### config.mk
export PLATFORM = sky130hd
export DESIGN_NAME = seq_alu_core
export DESIGN_NICKNAME = d
export VERILOG_FILES = /design/src/rtl/seq_alu_core.sv
export SDC_FILE = /design/constraint.sdc
export NUM_CORES = 1
export LEC_CHECK = 0
export CORE_MARGIN = 5
export CORE_UTILIZATION = 52
export CTS_CLUSTER_DIAMETER = 150
export DETAILED_ROUTE_END_ITERATION = 10
export PLACE_DENSITY = 0.91
export SLEW_MARGIN = 20
export SYNTH_ARGS = -nofsm -noshare
export SYNTH_HDL_FRONTEND = slang
export SYNTH_SLANG_ARGS = --single-unit
### constraint.sdc
create_clock -name clk -period 1.8 [get_ports clk]
set_input_delay 0.54 -clock clk [delete_from_list [all_inputs] [get_ports clk]]
set_output_delay 0.54 -clock clk [all_outputs]
set_load 0.05 [all_outputs]
### src/rtl/seq_alu_core.sv
// seq_alu_core: WIDTH-bit sequential ALU between CPU decode and register write-back.
// One operation in flight; valid/ready handshakes on operand and result sides.
// Single-cycle ADD/SUB/AND/OR/XOR/COMP. MUL (shift-add) and DIV (restoring) iterate
// one bit per cycle.
//
// Build option: define SEQ_ALU_MULDIV_EN to include the iterative multiplier/divider.
// Without it, MUL and DIV complete in one cycle with all-zero results (zero=1).
//
// Ports:
//   clk, rst        rising-edge clock, asynchronous active-low reset
//   in_valid/ready  operand handshake (in_ready high only in IDLE)
//   a, b, opcode    operands and 3-bit opcode
//   out_valid/ready result handshake (outputs held while waiting for out_ready)
//   result          sum/diff/logic/MUL low/DIV quotient/COMP code
//   result_hi       MUL high half / DIV remainder, else 0
//   carry_out       ADD carry / SUB borrow, else 0
//   zero            result and result_hi both zero
//   div_zero        DIV with b==0
module seq_alu_core #(
    parameter int unsigned WIDTH = 8
) (
    input  logic             clk,
    input  logic             rst,
    input  logic             in_valid,
    output logic             in_ready,
    input  logic [WIDTH-1:0] a,
    input  logic [WIDTH-1:0] b,
    input  logic [2:0]       opcode,
    output logic             out_valid,
    input  logic             out_ready,
    output logic [WIDTH-1:0] result,
    output logic [WIDTH-1:0] result_hi,
    output logic             carry_out,
    output logic             zero,
    output logic             div_zero
);

    localparam logic [2:0] OP_ADD  = 3'd0;
    localparam logic [2:0] OP_SUB  = 3'd1;
    localparam logic [2:0] OP_AND  = 3'd2;
    localparam logic [2:0] OP_OR   = 3'd3;
    localparam logic [2:0] OP_XOR  = 3'd4;
    localparam logic [2:0] OP_MUL  = 3'd5;
    localparam logic [2:0] OP_DIV  = 3'd6;
    localparam logic [2:0] OP_COMP = 3'd7;

    typedef enum logic [1:0] {
        S_IDLE = 2'd0,
        S_DONE = 2'd2
`ifdef SEQ_ALU_MULDIV_EN
        ,
        S_ITER = 2'd1
`endif
    } state_e;

    state_e state_q, state_d;

    logic             in_ready_d;
    logic             out_valid_d;
    logic [WIDTH-1:0] result_d;
    logic [WIDTH-1:0] result_hi_d;
    logic             carry_d;
    logic             zero_d;
    logic             div_zero_d;

    logic [WIDTH:0]   add_sum;
    logic [WIDTH:0]   sub_diff;

`ifdef SEQ_ALU_MULDIV_EN
    localparam int unsigned CNT_W = $clog2(WIDTH);

    // hi_q/lo_q: MUL product halves, or DIV partial remainder / quotient-dividend shifter
    logic             is_div_q, is_div_d;
    logic [WIDTH-1:0] opnd_q, opnd_d;
    logic [WIDTH-1:0] hi_q, hi_d;
    logic [WIDTH-1:0] lo_q, lo_d;
    logic [CNT_W-1:0] cnt_q, cnt_d;

    logic [WIDTH:0]   mul_sum;
    logic [WIDTH:0]   div_shift;
    logic [WIDTH:0]   div_diff;
    logic [WIDTH-1:0] hi_nx;
    logic [WIDTH-1:0] lo_nx;
`endif

    // State and datapath registers
    always_ff @(posedge clk or negedge rst) begin
        if (!rst) begin
            state_q   <= S_IDLE;
            in_ready  <= 1'b1;
            out_valid <= 1'b0;
            result    <= '0;
            result_hi <= '0;
            carry_out <= 1'b0;
            zero      <= 1'b0;
            div_zero  <= 1'b0;
`ifdef SEQ_ALU_MULDIV_EN
            is_div_q  <= 1'b0;
            opnd_q    <= '0;
            hi_q      <= '0;
            lo_q      <= '0;
            cnt_q     <= '0;
`endif
        end else begin
            state_q   <= state_d;
            in_ready  <= in_ready_d;
            out_valid <= out_valid_d;
            result    <= result_d;
            result_hi <= result_hi_d;
            carry_out <= carry_d;
            zero      <= zero_d;
            div_zero  <= div_zero_d;
`ifdef SEQ_ALU_MULDIV_EN
            is_div_q  <= is_div_d;
            opnd_q    <= opnd_d;
            hi_q      <= hi_d;
            lo_q      <= lo_d;
            cnt_q     <= cnt_d;
`endif
        end
    end

    // Next-state and next-output logic
    always_comb begin
        state_d     = state_q;
        out_valid_d = out_valid;
        result_d    = result;
        result_hi_d = result_hi;
        carry_d     = carry_out;
        zero_d      = zero;
        div_zero_d  = div_zero;

        add_sum  = {1'b0, a} + {1'b0, b};
        // Top bit of the extended difference is the unsigned borrow (a < b)
        sub_diff = {1'b0, a} - {1'b0, b};

`ifdef SEQ_ALU_MULDIV_EN
        is_div_d = is_div_q;
        opnd_d   = opnd_q;
        hi_d     = hi_q;
        lo_d     = lo_q;
        cnt_d    = cnt_q;

        // One shift-add multiply step: add multiplicand on b's LSB, shift product right
        mul_sum   = {1'b0, hi_q} + (lo_q[0] ? {1'b0, opnd_q} : {(WIDTH+1){1'b0}});
        // One restoring divide step: shift next dividend bit into remainder, try subtract
        div_shift = {hi_q, lo_q[WIDTH-1]};
        div_diff  = div_shift - {1'b0, opnd_q};
        if (is_div_q) begin
            if (!div_diff[WIDTH]) begin
                hi_nx = div_diff[WIDTH-1:0];
                lo_nx = {lo_q[WIDTH-2:0], 1'b1};
            end else begin
                hi_nx = div_shift[WIDTH-1:0];
                lo_nx = {lo_q[WIDTH-2:0], 1'b0};
            end
        end else begin
            hi_nx = mul_sum[WIDTH:1];
            lo_nx = {mul_sum[0], lo_q[WIDTH-1:1]};
        end
`endif

        case (state_q)
            S_IDLE: begin
                if (in_valid) begin
                    state_d     = S_DONE;
                    out_valid_d = 1'b1;
                    result_d    = '0;
                    result_hi_d = '0;
                    carry_d     = 1'b0;
                    div_zero_d  = 1'b0;
                    case (opcode)
                        OP_ADD: begin
                            result_d = add_sum[WIDTH-1:0];
                            carry_d  = add_sum[WIDTH];
                        end
                        OP_SUB: begin
                            result_d = sub_diff[WIDTH-1:0];
                            carry_d  = sub_diff[WIDTH];
                        end
                        OP_AND: result_d = a & b;
                        OP_OR:  result_d = a | b;
                        OP_XOR: result_d = a ^ b;
                        OP_COMP: result_d = {{(WIDTH-3){1'b0}}, (a > b), (a == b), (a < b)};
`ifdef SEQ_ALU_MULDIV_EN
                        OP_MUL: begin
                            state_d     = S_ITER;
                            out_valid_d = 1'b0;
                            is_div_d    = 1'b0;
                            opnd_d      = a;
                            hi_d        = '0;
                            lo_d        = b;
                            cnt_d       = '0;
                        end
                        OP_DIV: begin
                            if (b == '0) begin
                                result_d    = '1;
                                result_hi_d = a;
                                div_zero_d  = 1'b1;
                            end else begin
                                state_d     = S_ITER;
                                out_valid_d = 1'b0;
                                is_div_d    = 1'b1;
                                opnd_d      = b;
                                hi_d        = '0;
                                lo_d        = a;
                                cnt_d       = '0;
                            end
                        end
`else
                        OP_MUL, OP_DIV: result_d = '0;
`endif
                        default: result_d = '0;
                    endcase
                    zero_d = (state_d == S_DONE) && (result_d == '0) && (result_hi_d == '0);
                end
            end
`ifdef SEQ_ALU_MULDIV_EN
            S_ITER: begin
                hi_d  = hi_nx;
                lo_d  = lo_nx;
                cnt_d = cnt_q + CNT_W'(1);
                if (cnt_q == CNT_W'(WIDTH - 1)) begin
                    state_d     = S_DONE;
                    out_valid_d = 1'b1;
                    result_d    = lo_nx;
                    result_hi_d = hi_nx;
                    carry_d     = 1'b0;
                    div_zero_d  = 1'b0;
                    zero_d      = (lo_nx == '0) && (hi_nx == '0);
                end
            end
`endif
            S_DONE: begin
                // Results stay frozen until the consumer takes them, then clear
                if (out_ready) begin
                    state_d     = S_IDLE;
                    out_valid_d = 1'b0;
                    result_d    = '0;
                    result_hi_d = '0;
                    carry_d     = 1'b0;
                    zero_d      = 1'b0;
                    div_zero_d  = 1'b0;
                end
            end
            default: begin
                state_d     = S_IDLE;
                out_valid_d = 1'b0;
            end
        endcase

        in_ready_d = (state_d == S_IDLE);
    end

endmodule

==> results of run 1 <==
per-stage QoR:
step           cells  area (um^2)
2_1_floorplan    263         2170
3_3_place_gp     396         2980
3_5_place_dp     396         2980
4_1_cts          422         3560
timing repair:
| action | CTS |
|---|---|
| setup endpoints to repair | 10 |
| setup buffers | 24 |
| endpoints found under the hold margin | 0 |
| gates resized for setup | 144 |
| pin swaps | 52 |
kinds of logic after synthesis:
logic type / after synthesis / synth area share
multiplexers: 2 / 0.0161
AND/OR/NAND/NOR: 74 / 0.208
buffers and inverters: 51 / 0.122
XOR/XNOR: 2 / 0.00869
AO/OA/AOI/OAI: 84 / 0.300
flip-flops: 14 / 0.174
other: 1 / 0.00186
adder cells (fa/ha/maj): 26 / 0.169
==> metrics list, run 1 <==
- Summed over all instances, the cell type with the most area after synthesis is sky130_fd_sc_hd__dfrtp_1.
- Of all flip-flops after synthesis, the portion carrying an async set or reset was 1.00.
- Clock tree buffer depth: 2
- In this run, CTS created clock tree buffers numbering 3.
* Post-Syn Area: 2020 um^2
- The clock net in this run drives a total of 14 sinks.
- Terminating stage of the flow: 5_1_grt
* Proportion of synthesized chip area in sequential cells: 0.174
- Mean post-synth cell area: 7.94 um^2
* Number of buffers added to fix hold violations after cts: 0
- In the post-synthesis netlist, the cell with the most instances is sky130_fd_sc_hd__inv_1.
- After the last repair the worst path ends at a register input.
- Measured along the x axis, the die boundary spans 72.3 um.
- Stop Error: [ERROR DPL-0038] Utilization greater than 100%, impossible to legalize
* Seq cells post-synth: 14
* Count of synthesis-stage warnings from yosys: 0
- The most used flip-flop cell after synthesis is sky130_fd_sc_hd__dfrtp_1.
- Yosys mapped a number of flops with a built-in enable equal to 0.
- Synthesis produced 254 cells.
- The flow did not finish.
- Critical endpoint after global-route timing repair: result[6]$_DFFE_PN0P_/D
* Portion of synthesized cell area occupied by the leading cell type: 0.161
- Height of the die: 72.3 um
- Placement row count: 22
- Clock root buffer: sky130_fd_sc_hd__clkbuf_8
- In this run, distinct cell masters in the synthesized netlist total 61.
* CTS H-Tree Depth: 1
- Maximum number of pins on one net before global-route repair: 15
- The initial utilization of the core area, before any placement, comes to 0.542.
- HPWL reported at the end of detailed placement: 5470 um
- Pre-CTS WS: -1.43 ns
* Most instantiated cells after synthesis: sky130_fd_sc_hd__inv_1, sky130_fd_sc_hd__ha_1, sky130_fd_sc_hd__a21oi_1, sky130_fd_sc_hd__nand2_1
* Number of buffers inserted by port buffering: 34
- Weighted congestion reported at the end of routability-driven placement: 1.03
- For this design the top-level I/O count stands at 44.
* Ranking of synthesized cells by area: sky130_fd_sc_hd__dfrtp_1, sky130_fd_sc_hd__ha_1, sky130_fd_sc_hd__inv_1, sky130_fd_sc_hd__buf_4, sky130_fd_sc_hd__a21oi_1
==> inputs of run 2 (changes only) <==
Settings changed: CORE_UTILIZATION 52 to 40, CTS_CLUSTER_DIAMETER 150 to default, PLACE_DENSITY 0.91 to default, PLACE_DENSITY_LB_ADDON from default to 0.15.
==> run 2 against run 1 <==
Compared with the run above:
- the flow now finishes, with violations (setup timing)
- synthesized cell count stayed put
- synthesized area stayed put
==> metrics list, run 2 <==
* Post-Syn Area: 2020 um^2 (unchanged)
- Fillers: 328
- Path type of the worst min-delay path: reg -> reg
- In the synthesized netlist, the cells that appear most often are sky130_fd_sc_hd__inv_1, sky130_fd_sc_hd__ha_1, sky130_fd_sc_hd__a21oi_1, sky130_fd_sc_hd__nand2_1.
* FMAX: 419 MHz
- Seq cells post-synth: 14 (unchanged)
- sky130_fd_sc_hd__inv_1 is the most common cell in the netlist.
* Kind of start point of the critical path: input port
- For this block, the initial DRC count from the detailed router was 230.
- Crit path kind: in -> reg
- Internal power: 1.19 mW
- Compared with the post-synthesis result, the final layout area differs by 88.4%.
- The count of cell types in the netlist was 61 (unchanged).
- The worst setup path is captured at a flip-flop.
- Average routed wire per standard cell: 15.8 um
- Crit path setup slack, layout: -0.589 ns
- Result of the run: finished with violations
- The worst-case IR drop observed on VDD is 0.415 mV.
- The initial antenna violation count came to 0.
- The most used flip-flop cell after synthesis is sky130_fd_sc_hd__dfrtp_1.
* Total GRT Usage: 0.211
* Crit path required time: 1.94 ns
- Net Sw Frac: 0.407
- The area fraction in compound gates after synthesis is 0.300 (unchanged).
* Core Util, Final: 0.788
* Critical path origin: a[0]
- The die covers 6560 um^2.
- The first detailed-routing pass ran for 4 iterations.
* Via count: 2,448
* Comb power frac: 0.651
* Max-capacitance violation count: 0
* Horizontal die dimension: 81.0 um (+12%)
* Shortest clock period the worst path allows after layout: 2.39 ns
- For this design the total switching power over the nets is 0.819 mW.
* Cell count after synthesis: 254 (unchanged)
- The analysis attributes to cell leakage a power of 1.74 nW.
* # placed instances: 428 (+8.1%)
* Clock transition at path regs: 0.06 ns
* Ranking of synthesized cells by area: sky130_fd_sc_hd__dfrtp_1, sky130_fd_sc_hd__ha_1, sky130_fd_sc_hd__inv_1, sky130_fd_sc_hd__buf_4, sky130_fd_sc_hd__a21oi_1
- After synthesis, the largest family of logic cells by area is compound AO/OA/AOI/OAI gates.
- Most frequent standard cell in the layout excluding fill and tap cells: sky130_fd_sc_hd__buf_4
* Mean post-synth cell area: 7.94 um^2 (unchanged)
- TritonCTS clock tree: yes
* Proportion of synthesized chip area in sequential cells: 0.174 (unchanged)
- The checks that failed: setup timing.
* Share of layout cells above drive strength 1: 0.560
- Height of the die: 81.0 um (+12%)
* Number of remaining DRC errors: 0
- Area fraction in and, or, nand and nor cells after synthesis: 0.208 (unchanged)
- Count of synthesis-stage warnings from yosys: 0 (unchanged)
* Portion of total power attributed to sequential cells: 0.196
- The total overflow left after global routing is 0.
* Most used cells in the layout excluding fill and tap cells: sky130_fd_sc_hd__buf_4, sky130_fd_sc_hd__buf_6, sky130_fd_sc_hd__nand2_1
- Placement row count: 25 (+14%)
* ANT cells: 0
- The number of hold violations in the final report is 0.
* Clock root buffer: sky130_fd_sc_hd__clkbuf_8
* Weighted congestion reported at the end of routability-driven placement: 0.861 (-16%)
- The share of total power dissipated in the clock network is 0.153.
- Largest registers: result (8), state_q (2)
* Number of clock sinks: 14 (unchanged)
- Finished Layout Cells: 456
* Mux contribution to synthesized area: 0.0161 (unchanged)
- The HPWL after detailed placement was 4890 um (-11%).
- Setup violations remaining at the end of the flow were counted as 10.
- Max Slew Vio Count: 0
- Entering global routing, the biggest net connects 15 pins.
* Final Instance Area: 3800 um^2
* CTS H-Tree Depth: 1 (unchanged)
* Flip-flop count of the largest register, all copies and words added: 8
- Maximum net fanout on the critical path: 2
- The number of enable-type register cells in the synthesized netlist was 0 (unchanged).
* Setup repair after global routing missed its margin: true
* Worst hold slack after final layout: 0.486 ns
- The xor and xnor fraction of the mapped netlist area came to 0.00869 (unchanged).
- Clock buffer count from CTS: 3 (unchanged)
* Clock tree buffer depth: 2 (unchanged)
- Largest area contributor in the netlist: sky130_fd_sc_hd__dfrtp_1
* Portion of synthesized cell area occupied by the leading cell type: 0.161 (unchanged)
* Number of buffers added to fix hold violations after cts: 0 (unchanged)
- The post-detailed-placement cell area came to 3130 um^2 (+4.9%).
- The first global-routing pass estimated 11,000 um of wire.
* Top register by number of flip-flops: result
- The clock arrives with 0.00124 ns of skew.
* Source of the worst hold timing path: result[0]
* Placeable core region: 4820 um^2
- Dividing the final minimum period by the clock period gives 1.33.
- Using the TritonRoute via totals, the vias-per-cell ratio works out to 5.37.
- RR Startpoint: state_q[1]
- At the end of the flow, the number of nets in the layout was 439.
- The number of global-route vias before repair came to 2,414.
- Number of buffers inserted by port buffering: 34 (unchanged)
- Power per cell area: 530 nW/um^2
- Pre-CTS WS: -1.52 ns (-0.0876 ns)
* Detailed Route WL: 7200 um
* Count of nets left with antenna violations after detail routing: 0
- Area share of fa/ha/maj cells after synthesis: 0.169 (unchanged)
- The initial core utilization is 0.418 (-0.124).
* Fraction of registers with async set/reset: 1.00 (unchanged)
- For the worst-skew pair, the clock arrives at the later sink with an insertion delay of 0.25 ns.
- Number of I/O pins: 44 (unchanged)
- Data arrival time of the critical path: 2.53 ns
run 2: routing by layer:
layer | track usage | share of wire
met1 | 0.263 | 0.41
met2 | 0.379 | 0.52
met3 | 0.0111 | 0.053
met4 | 0.0811 | 0.021
met5 | 0 | 0
run 2: final cells by class:
cell class | instances | area (um^2) | share of cell area
clock buffer | 4 | 55.1 | 0.0145
inverter | 29 | 129 | 0.0339
multi-input combinational | 198 | 1870 | 0.492
sequential | 14 | 352 | 0.0926
tap | 67 | 83.8 | 0.0221
timing repair buffer | 144 | 1310 | 0.345
run 2: cells by family after synthesis:
logic type,Yosys count
xor gates and xnor gates,2
and+or+nand+nor,74
adders and majority gates,26
DFF,14
other,1
buffers and inverters,51
muxes,2
AOI/OAI and AO/OA,84
run 2: worst paths after layout:
| check | cells past startpoint | to | slack, ns |
|---|---|---|---|
| max | 10 | zero | -0.59 |
| min reg2reg | 2 | result[0] | 0.49 |
| max in group asynchronous | 2 | in_ready | 0.96 |
| min in group asynchronous | 2 | result[3] | 0.60 |
| min | 2 | result[0] | 0.49 |
| max reg2reg | 5 | zero | 0.11 |
run 2: metrics by stage:
step | TNS, ns | power (mW)
floorplan | -2.54 | 1.00
global placement | -11.10 | 1.43
detailed placement | -11.21 | 1.44
CTS | -3.86 | 1.92
global route | -4.25 | 2.12
finish | -3.52 | 2.01
run 2: worst max-delay path, stage by stage:
cell and delay, ns:
sky130_fd_sc_hd__buf_12 0.10, sky130_fd_sc_hd__inv_12 0.03, sky130_fd_sc_hd__ha_4 0.15, sky130_fd_sc_hd__inv_2 0.05
sky130_fd_sc_hd__fa_2 0.41, sky130_fd_sc_hd__mux4_2 0.50, sky130_fd_sc_hd__a2bb2oi_4 0.18, sky130_fd_sc_hd__a2111oi_4 0.22
sky130_fd_sc_hd__nand4_1 0.14, sky130_fd_sc_hd__o41ai_2 0.22
run 2: power groups by stage:
stage	Combinational (mW)	Clock [mW]	Sequential, mW
5_1_grt	1.39	0.329	0.400
2_1_floorplan	0.467	0	0.535
3_3_place_gp	1.03	0	0.399
4_1_cts	1.21	0.315	0.395
6_report	1.31	0.307	0.394
3_5_place_dp	1.04	0	0.400
run 2: repair_timing:
action | CTS | global route
setup endpoints to repair | 10 | 10
gates cloned | 1 | 1
gates resized for setup | 135 | 32
buffers inserted | 17 | 6
pin swaps | 33 | 24
Power figures use the tool's default switching activity.
==> inputs of run 3 (changes only) <==
Settings changed: ABC_AREA from default to 1, SETUP_SLACK_MARGIN from default to 0.15.
==> run 3 against run 2 <==
Compared with the run above:
- register-to-register slack better by 0.27 ns
- the flow still finishes with violations (setup timing)
- count of clock-buffer cells in the layout unchanged
- critical endpoint is now result[2]
- total power grew 0.99%
- flip-flop and latch count unchanged
- utilization is 6.8 points lower
- critical path type unchanged
- fmax up 22%
- critical path depth grew 4
- sequential power grew 10%
==> metrics list, run 3 <==
- Result of the run: finished with violations
- Violations in the final reports: setup timing
- Cell count after synthesis: 311 (+22%)
- The startpoint identified for the worst register-to-register timing path is state_q[1].
- The cell row count was 25 (unchanged).
- The internal cell power came to 1.14 mW (-4.1%).
- Clock buffer count from CTS: 3 (unchanged)
* Data arrival time of the critical path: 2.09 ns (-0.44 ns)
* Setup Viol. Count Final: 4 (-6)
- In the post-synthesis netlist, the biggest area contributors are sky130_fd_sc_hd__dfrtp_1, sky130_fd_sc_hd__nand2_1, sky130_fd_sc_hd__ha_1, sky130_fd_sc_hd__inv_1, sky130_fd_sc_hd__nand3_1.
- The number of hold violations in the final report came to 0 (unchanged).
- The path with the worst hold slack has its endpoint at out_valid.
- The total DRC errors in the routed layout was 0 (unchanged).
- The vias per cell was 4.96 (-7.5%).
- The leakage power total was 1.72 nW (-0.85%).
* Maximum ir drop on the vdd rail: 0.416 mV (+0.19%)
- The combinational group share of total power was 0.660 (+0.009).
* Length in cells of the worst reg-to-reg path: 12 (+7)
* Max Slew Vio Count: 0 (unchanged)
- Path type of the worst min-delay path: reg -> reg
- Clk pwr share: 0.126 (-0.027)
* Largest registers: result (8), state_q (2)
- Number of iterations in the first detailed-routing pass: 4 (unchanged)
- The final worst clock skew was 0.00372 ns (+0.00248 ns).
* Via count: 2,328 (-4.9%)
- The fraction of layout cells with a size suffix above 1 is 0.499 (-0.0616).
- Power per cell area: 601 nW/um^2 (+13%)
- Horizontal die dimension: 79.2 um (-2.2%)
* Initial drt markers: 141 (-39%)
- The worst setup path is launched from an input port.
* Count of synthesis-stage warnings from yosys: 0 (unchanged)
- sky130_fd_sc_hd__nand2_1 is the most common cell in the netlist.
* Most frequent standard cell in the layout excluding fill and tap cells: sky130_fd_sc_hd__nand2_1
* Weighted congestion reported at the end of routability-driven placement: 0.970 (+13%)
- Number of nets in the finished design: 465 (+5.9%)
- The number of standard cells in the final layout excluding fillers came to 469 (+2.9%).
- Total overflow reported by the global router: 0 (unchanged)
- Setup repair after global routing missed its margin: true
- The initial antenna violation count is 0 (unchanged).
- ANT cells: 0 (unchanged)
- FMAX: 510 MHz (+22%)
- The switching power as a share of total power was 0.437 (+0.0296).
* Crit path setup slack, layout: -0.163 ns (+0.426 ns)
* Placeable core region: 4690 um^2 (-2.6%)
- Endpoint of the worst-slack reg-to-reg timing path: zero
- The post-synthesis instance area came to 1920 um^2 (-4.9%).
* Number of enable flip-flop cells after synthesis: 0 (unchanged)
- Die area: 6280 um^2 (-4.3%)
- Wire length of the first global-routing pass: 9960 um (-9.7%)
- CTS H-Tree Depth: 1 (unchanged)
* Clock transition at path regs: 0.06 ns (about the same)
- Total GRT Usage: 0.195 (-0.0156)
- The sequential group share of total power is 0.214 (+0.018).
* Detailed Route WL: 6070 um (-16%)
* Clock tree buffer depth: 2 (unchanged)
- Relative to the synthesized area, the layout overhead comes to 76.4%.
- The total power is 2.03 mW (+0.99%).
- The cell depth of the worst hold path came to 2 (unchanged).
* Period utilization: 1.09 (-0.237)
- The number of placed I/O pins was 44 (unchanged).
- Number of distinct library cells after synthesis: 30 (-51%)
- The register area share after synthesis was 0.183 (+0.00899).
* HPWL reported at the end of detailed placement: 4400 um (-9.9%)
* Shortest clock period the worst path allows after layout: 1.96 ns (-0.426 ns)
- The largest fanout on the critical path came to 2 (unchanged).
- Source of the worst hold timing path: out_valid
- Most used cells in the layout excluding fill and tap cells: sky130_fd_sc_hd__nand2_1, sky130_fd_sc_hd__buf_4, sky130_fd_sc_hd__inv_1
- The final total negative setup slack is -0.453 ns (+3.07 ns).
- The post-detailed-route count of antenna-violating nets came to 0 (unchanged).
- STA classifies the critical path endpoint as a flip-flop.
- The CTS sink count was 14 (unchanged).
- Crit path kind: in -> reg
- Starting utilization of the core area: 0.409 (-0.00991)
* Portion of synthesized cell area occupied by the leading cell type: 0.170 (+0.00832)
* Average routed wire per standard cell: 12.9 um (-18%)
- Worst R2R Setup Slack: 0.38 ns (+0.27 ns)
- Max-capacitance violation count: 0 (unchanged)
- The share of synthesized registers carrying an async set or reset came to 1.00 (unchanged).
* Top register by number of flip-flops: result
- Clock tree synthesis selected as its root buffer the cell sky130_fd_sc_hd__clkbuf_8.
- Clock insertion delay at the later pin of the skew report: 0.24 ns (about the same)
- Most instantiated cells after synthesis: sky130_fd_sc_hd__nand2_1, sky130_fd_sc_hd__inv_1, sky130_fd_sc_hd__nor2_1
* Most instantiated flip-flop cell in the synthesis netlist: sky130_fd_sc_hd__dfrtp_1
- Crit path required time: 1.93 ns (about the same)
- The synthesized design spends more area on one cell type than any other, namely sky130_fd_sc_hd__dfrtp_1.
- Flip-flop count of the largest register, all copies and words added: 8 (unchanged)
- Number of buffers added to fix hold violations after cts: 0 (unchanged)
- Number of global-route vias before repair: 2,324 (-3.7%)
- Number of buffers inserted by port buffering: 34 (unchanged)
- # placed instances: 448 (+4.7%)
- The number of synthesized register bits is 14 (unchanged).
- TritonCTS clock tree: yes
* Maximum number of pins on one net before global-route repair: 15 (unchanged)
- Mean post-synth cell area: 6.16 um^2 (-22%)
- Height of the die: 79.2 um (-2.2%)
- The reported net switching power is 0.888 mW (+8.3%).
==> run 3: cell count changes after synthesis, sizes merged, moves of 6 or more <==
cell / previous run / this run
nand2: 15 / 89
inv: 29 / 55
nand3: 8 / 33
nor2: 9 / 34
nand2b: 8 / 0
a21o: 6 / 0
buf: 18 / 12
==> run 3: layout make-up <==
| class | count | area [um^2] |
|---|---|---|
| clock buffer | 4 | 45.0 |
| fill | 359 | 1310 |
| sequential | 14 | 352 |
| timing repair buffer | 103 | 958 |
| multi-input combinational | 238 | 1700 |
| tap | 54 | 67.6 |
| inverter | 56 | 264 |
==> run 3: how the worst max path moves through the flow <==
stage          from   endpoint  depth (start not counted)
2_1_floorplan  a[0]       zero                         14
6_report       a[0]  result[2]                         14
3_5_place_dp   a[0]       zero                         16
4_1_cts        a[0]       zero                         15
5_1_grt        a[0]       zero                         15
3_3_place_gp   a[0]       zero                         16
==> run 3: timing repair <==
item	in CTS	in global routing
resized for setup	152	37
setup endpoints to repair	10	11
buffers inserted	14	3
gates cloned	0	0
pin swaps	44	29
==> run 3: metrics by stage <==
step / setup WS (ns) / util / hold slack [ns] / instance area (um^2)
4_1_cts: -0.137 / 0.700 / 0.489 / 3290
5_1_grt: -0.273 / 0.721 / 0.516 / 3380
2_1_floorplan: -0.0797 / - / 0.244 / 2090
3_5_place_dp: -0.875 / 0.612 / 0.475 / 2870
6_report: -0.163 / 0.721 / 0.485 / 3380
3_3_place_gp: -0.830 / 0.612 / 0.468 / 2870
==> run 3: kinds of logic (layout without fill, tap and decap cells) <==
kind of cell               Yosys count  count (layout)  synth area share
and+or+nand+nor                    166             166             0.375
buffers and inverters               68             163             0.159
AOI/OAI and AO/OA                   35              35            0.0986
adders and majority gates           26              26             0.178
DFF                                 14              14             0.183
other                                1              10           0.00196
xor gates and xnor gates             1               1           0.00457
==> run 3: critical path: stages <==
cell                      delay, ns
sky130_fd_sc_hd__buf_12        0.11
sky130_fd_sc_hd__inv_12        0.04
sky130_fd_sc_hd__ha_4          0.12
sky130_fd_sc_hd__inv_2         0.04
sky130_fd_sc_hd__fa_2          0.37
sky130_fd_sc_hd__or2_0         0.20
sky130_fd_sc_hd__nand3_1       0.09
sky130_fd_sc_hd__nand3_1       0.07
sky130_fd_sc_hd__nor2_1        0.11
sky130_fd_sc_hd__nand2_1       0.07
sky130_fd_sc_hd__nand2_1       0.09
sky130_fd_sc_hd__buf_4         0.11
sky130_fd_sc_hd__buf_4         0.09
sky130_fd_sc_hd__o21ai_1       0.06
==> run 3: power groups by stage <==
| stage | registers (mW) | logic [mW] | clock network [mW] |
|---|---|---|---|
| after floorplan | 0.614 | 0.439 | 0 |
| after global placement | 0.438 | 1.11 | 0 |
| after detailed placement | 0.441 | 1.12 | 0 |
| after CTS | 0.435 | 1.28 | 0.264 |
| after global routing | 0.442 | 1.43 | 0.285 |
| final | 0.435 | 1.34 | 0.256 |
==> run 3: per-layer routing <==
metal	share of wire	GRT usage	vias to the layer above
met5	0	0	-
met3	0.054	0.0261	14
met4	0.022	0.0361	0
met2	0.53	0.377	80
met1	0.40	0.228	1065
li1	-	-	1169
==> inputs of run 4 (changes only) <==
Settings changed: CORE_MARGIN 5 to default.
==> run 4 against run 3 <==
Compared with the run above:
- the flow finishes with violations (DRC, setup timing)
- non-clock buffer count increased by 16
- worst hold slack got worse by 0.0088 ns
- clock power up 14%
- sequential power down 4.8%
- utilization rose by 7.7 points
- combinational power about the same
- clock skew down 0.00066 ns
- highest routed layer unchanged
==> metrics list, run 4 (synthesis gave the netlist of run 3 again) <==
- The flow ran to the end, but the final reports show violations.
- Violations in the final reports: DRC, setup timing
- Clock buffer count from CTS: 3 (unchanged)
- The number of global-route vias before repair came to 2,348 (+1.0%).
* Core Util, Final: 0.798 (+0.0767)
- Worst hold slack after final layout: 0.477 ns (-0.00879 ns)
* Average routed wire per standard cell: 13.2 um (+1.9%)
- Antenna violations before repair: 0 (unchanged)
- Total overflow reported by the global router: 0 (unchanged)
- Number of buffers inserted by port buffering: 34 (unchanged)
* Weighted congestion reported at the end of routability-driven placement: 0.964 (-0.65%)
- Total GRT Usage: 0.255 (+0.0596)
- The max-slew violation total from the final report was 0 (unchanged).
* Largest registers: result (8), state_q (2)
- The buffer depth of the longest clock path is 2 (unchanged).
- Wire length of the first global-routing pass: 10,300 um (+3.7%)
* Worst R2R Setup Slack: 0.40 ns (+0.02 ns)
* Starting utilization of the core area: 0.428 (+0.0199)
* Setup Viol. Count Final: 4 (unchanged)
- Crit path setup slack, layout: -0.0999 ns (+0.0628 ns)
- Fillers: 298 (-17%)
* Total Power: 2.06 mW (+1.5%)
- Number of iterations in the first detailed-routing pass: 8 (+4)
- The leakage power total is 1.84 nW (+6.7%).
- Critical Path Sink Type: flip-flop
* Buf+Inv Stages, Crit Path: 3 (-2)
* Kind of start point of the critical path: input port
* Multi-input combinational cell area: 1800 um^2 (+6.3%)
- The sequential standard cell area came to 352 um^2 (unchanged).
* Via count: 2,412 (+3.6%)
- In this run the clock root is driven by a sky130_fd_sc_hd__clkbuf_8.
- The worst hold path belongs to the class reg -> reg.
* Syn-to-layout area delta: 86.2%
- Crit path required time: 1.98 ns (+0.05 ns)
- Maximum ir drop on the vdd rail: 0.379 mV (-9.0%)
* Data arrival time of the critical path: 2.08 ns (about the same)
* Initial drt markers: 137 (-2.8%)
- The maximum level of the CTS H-tree was 1 (unchanged).
- Height of the die: 71.2 um (-10%)
- Cell chain of the critical path: buf_12 -> inv_12 -> ha_4 -> inv_2 -> fa_2 -> or2_1 -> nand3_2 -> nand3_2 -> nor2_2 -> nand2_1 -> nand2_2 -> nand2_1 -> nor2_1 -> nand3_1 -> nand2_1
* Crit path kind: in -> reg
* Number of nets in the finished design: 482 (+3.7%)
- FMAX: 526 MHz (+3.3%)
- Crit path top cell by count: sky130_fd_sc_hd__nand2_1
- Maximum net fanout on the critical path: 2 (unchanged)
* Period utilization: 1.06 (-0.0349)
* Count of nets left with antenna violations after detail routing: 0 (unchanged)
- Hold Fails Final Rpt: 0 (unchanged)
* Via-to-Cell Ratio: 4.98 (+0.40%)
* Final clock skew: 0.00306 ns (-0.000657 ns)
* Placement row count: 24 (-4.0%)
* Power per cell area: 578 nW/um^2 (-3.8%)
- Top register by number of flip-flops: result
* HPWL reported at the end of detailed placement: 4450 um (+1.0%)
- The number of flip-flops under the largest register name was 8 (unchanged).
- Placeable core region: 4470 um^2 (-4.6%)
- Most frequent standard cell in the layout excluding fill and tap cells: sky130_fd_sc_hd__buf_4
- The source-to-sink clock delay at the later pin of the worst-skew pair is 0.24 ns (about the same).
- The post-layout minimum cycle time is 1.90 ns (-0.0628 ns).
- TritonCTS clock tree: yes
- The area enclosed by the die boundary is 5070 um^2 (-19%).
- The kind of cell with the highest combined delay along the critical path is simple AND/OR/NAND/NOR gates.
- ANT cells: 0 (unchanged)
- Number of clock sinks: 14 (unchanged)
* Highest cell delay on the worst timing path: 0.36 ns (about the same)
- In the layout the commonest cells are sky130_fd_sc_hd__buf_4, sky130_fd_sc_hd__nand2_1, sky130_fd_sc_hd__inv_1.
- Number of I/O pins: 44 (unchanged)
- Max-capacitance violation count: 0 (unchanged)
- The pin count of the biggest net entering global routing was 15 (unchanged).
- Number of remaining DRC errors: 4 (+4)
- Setup repair after global routing could not meet its margin everywhere.
- The clock transition at the registers of the reported paths is 0.05 ns (about the same).
* Horizontal die dimension: 71.2 um (-10%)
* Cell type of the slowest stage on the worst timing path: sky130_fd_sc_hd__fa_2
- Share of layout cells above drive strength 1: 0.565 (+0.0660)
* Detailed Route WL: 6380 um (+5.1%)
[run 4: cell types whose count changed in the layout (fill, tap and decap cells not counted), moves of 7 or more]
cell,delta
sky130_fd_sc_hd__nand3_1,-7
sky130_fd_sc_hd__buf_4,+18
sky130_fd_sc_hd__nand2_4,+7
sky130_fd_sc_hd__buf_6,+7
sky130_fd_sc_hd__buf_12,-7
sky130_fd_sc_hd__nand2_1,-13
[run 4: layout make-up]
type,count,share of cell area
Timing Repair inverter,1,0.00105
Sequential cell,14,0.0985
Clock buffer,4,0.0154
Timing Repair Buffer,119,0.289
Multi-Input combinational cell,238,0.505
Tap cell,52,0.0182
Inverter,56,0.0729
[run 4: worst paths after layout]
check                      startpoint   endpoint  cells after the start
max reg2reg                state_q[1]  result[4]                      9
min in group asynchronous         rst  carry_out                      2
max in group asynchronous         rst   in_ready                      2
min reg2reg                 carry_out  carry_out                      2
max                              a[0]       zero                     15
min                         carry_out  carry_out                      2
[run 4: through the flow]
step | setup WS [ns] | area [um^2] | instances | setup TNS (ns)
floorplan | -0.0797 | 2090 | 320 | -0.0797
global placement | -0.850 | 2900 | 462 | -7.55
detailed placement | -0.876 | 2900 | 462 | -7.73
CTS | -0.116 | 3360 | 480 | -0.379
global route | -0.200 | 3570 | 484 | -0.691
finish | -0.0999 | 3570 | 484 | -0.273
[run 4: worst min-delay path, cell delays in order, from the launching register on]
cell                      delay [ns]
sky130_fd_sc_hd__dfrtp_1        0.34
sky130_fd_sc_hd__nand2_1        0.05
sky130_fd_sc_hd__nand2_1        0.05
[run 4: layer usage]
layer,global-route usage,share of wire
met1,0.302,0.40
met2,0.469,0.50
met3,0.0253,0.064
met4,0.107,0.034
met5,0,0
[run 4: power by group]
group	total, mW	switching, mW	internal (mW)	leakage [nW]
clock	0.293	0.100	0.193	0.0288
sequential	0.414	0.0354	0.379	0.178
combinational	1.36	0.778	0.578	1.63
total	2.06	0.914	1.15	1.84
[run 4: timing repair]
action	in CTS	in global routing
gates cloned	1	0
hold buffers	0	0
gates resized for setup	175	49
pin swaps	52	36
buffers inserted	13	4
endpoints found under the setup margin	10	11
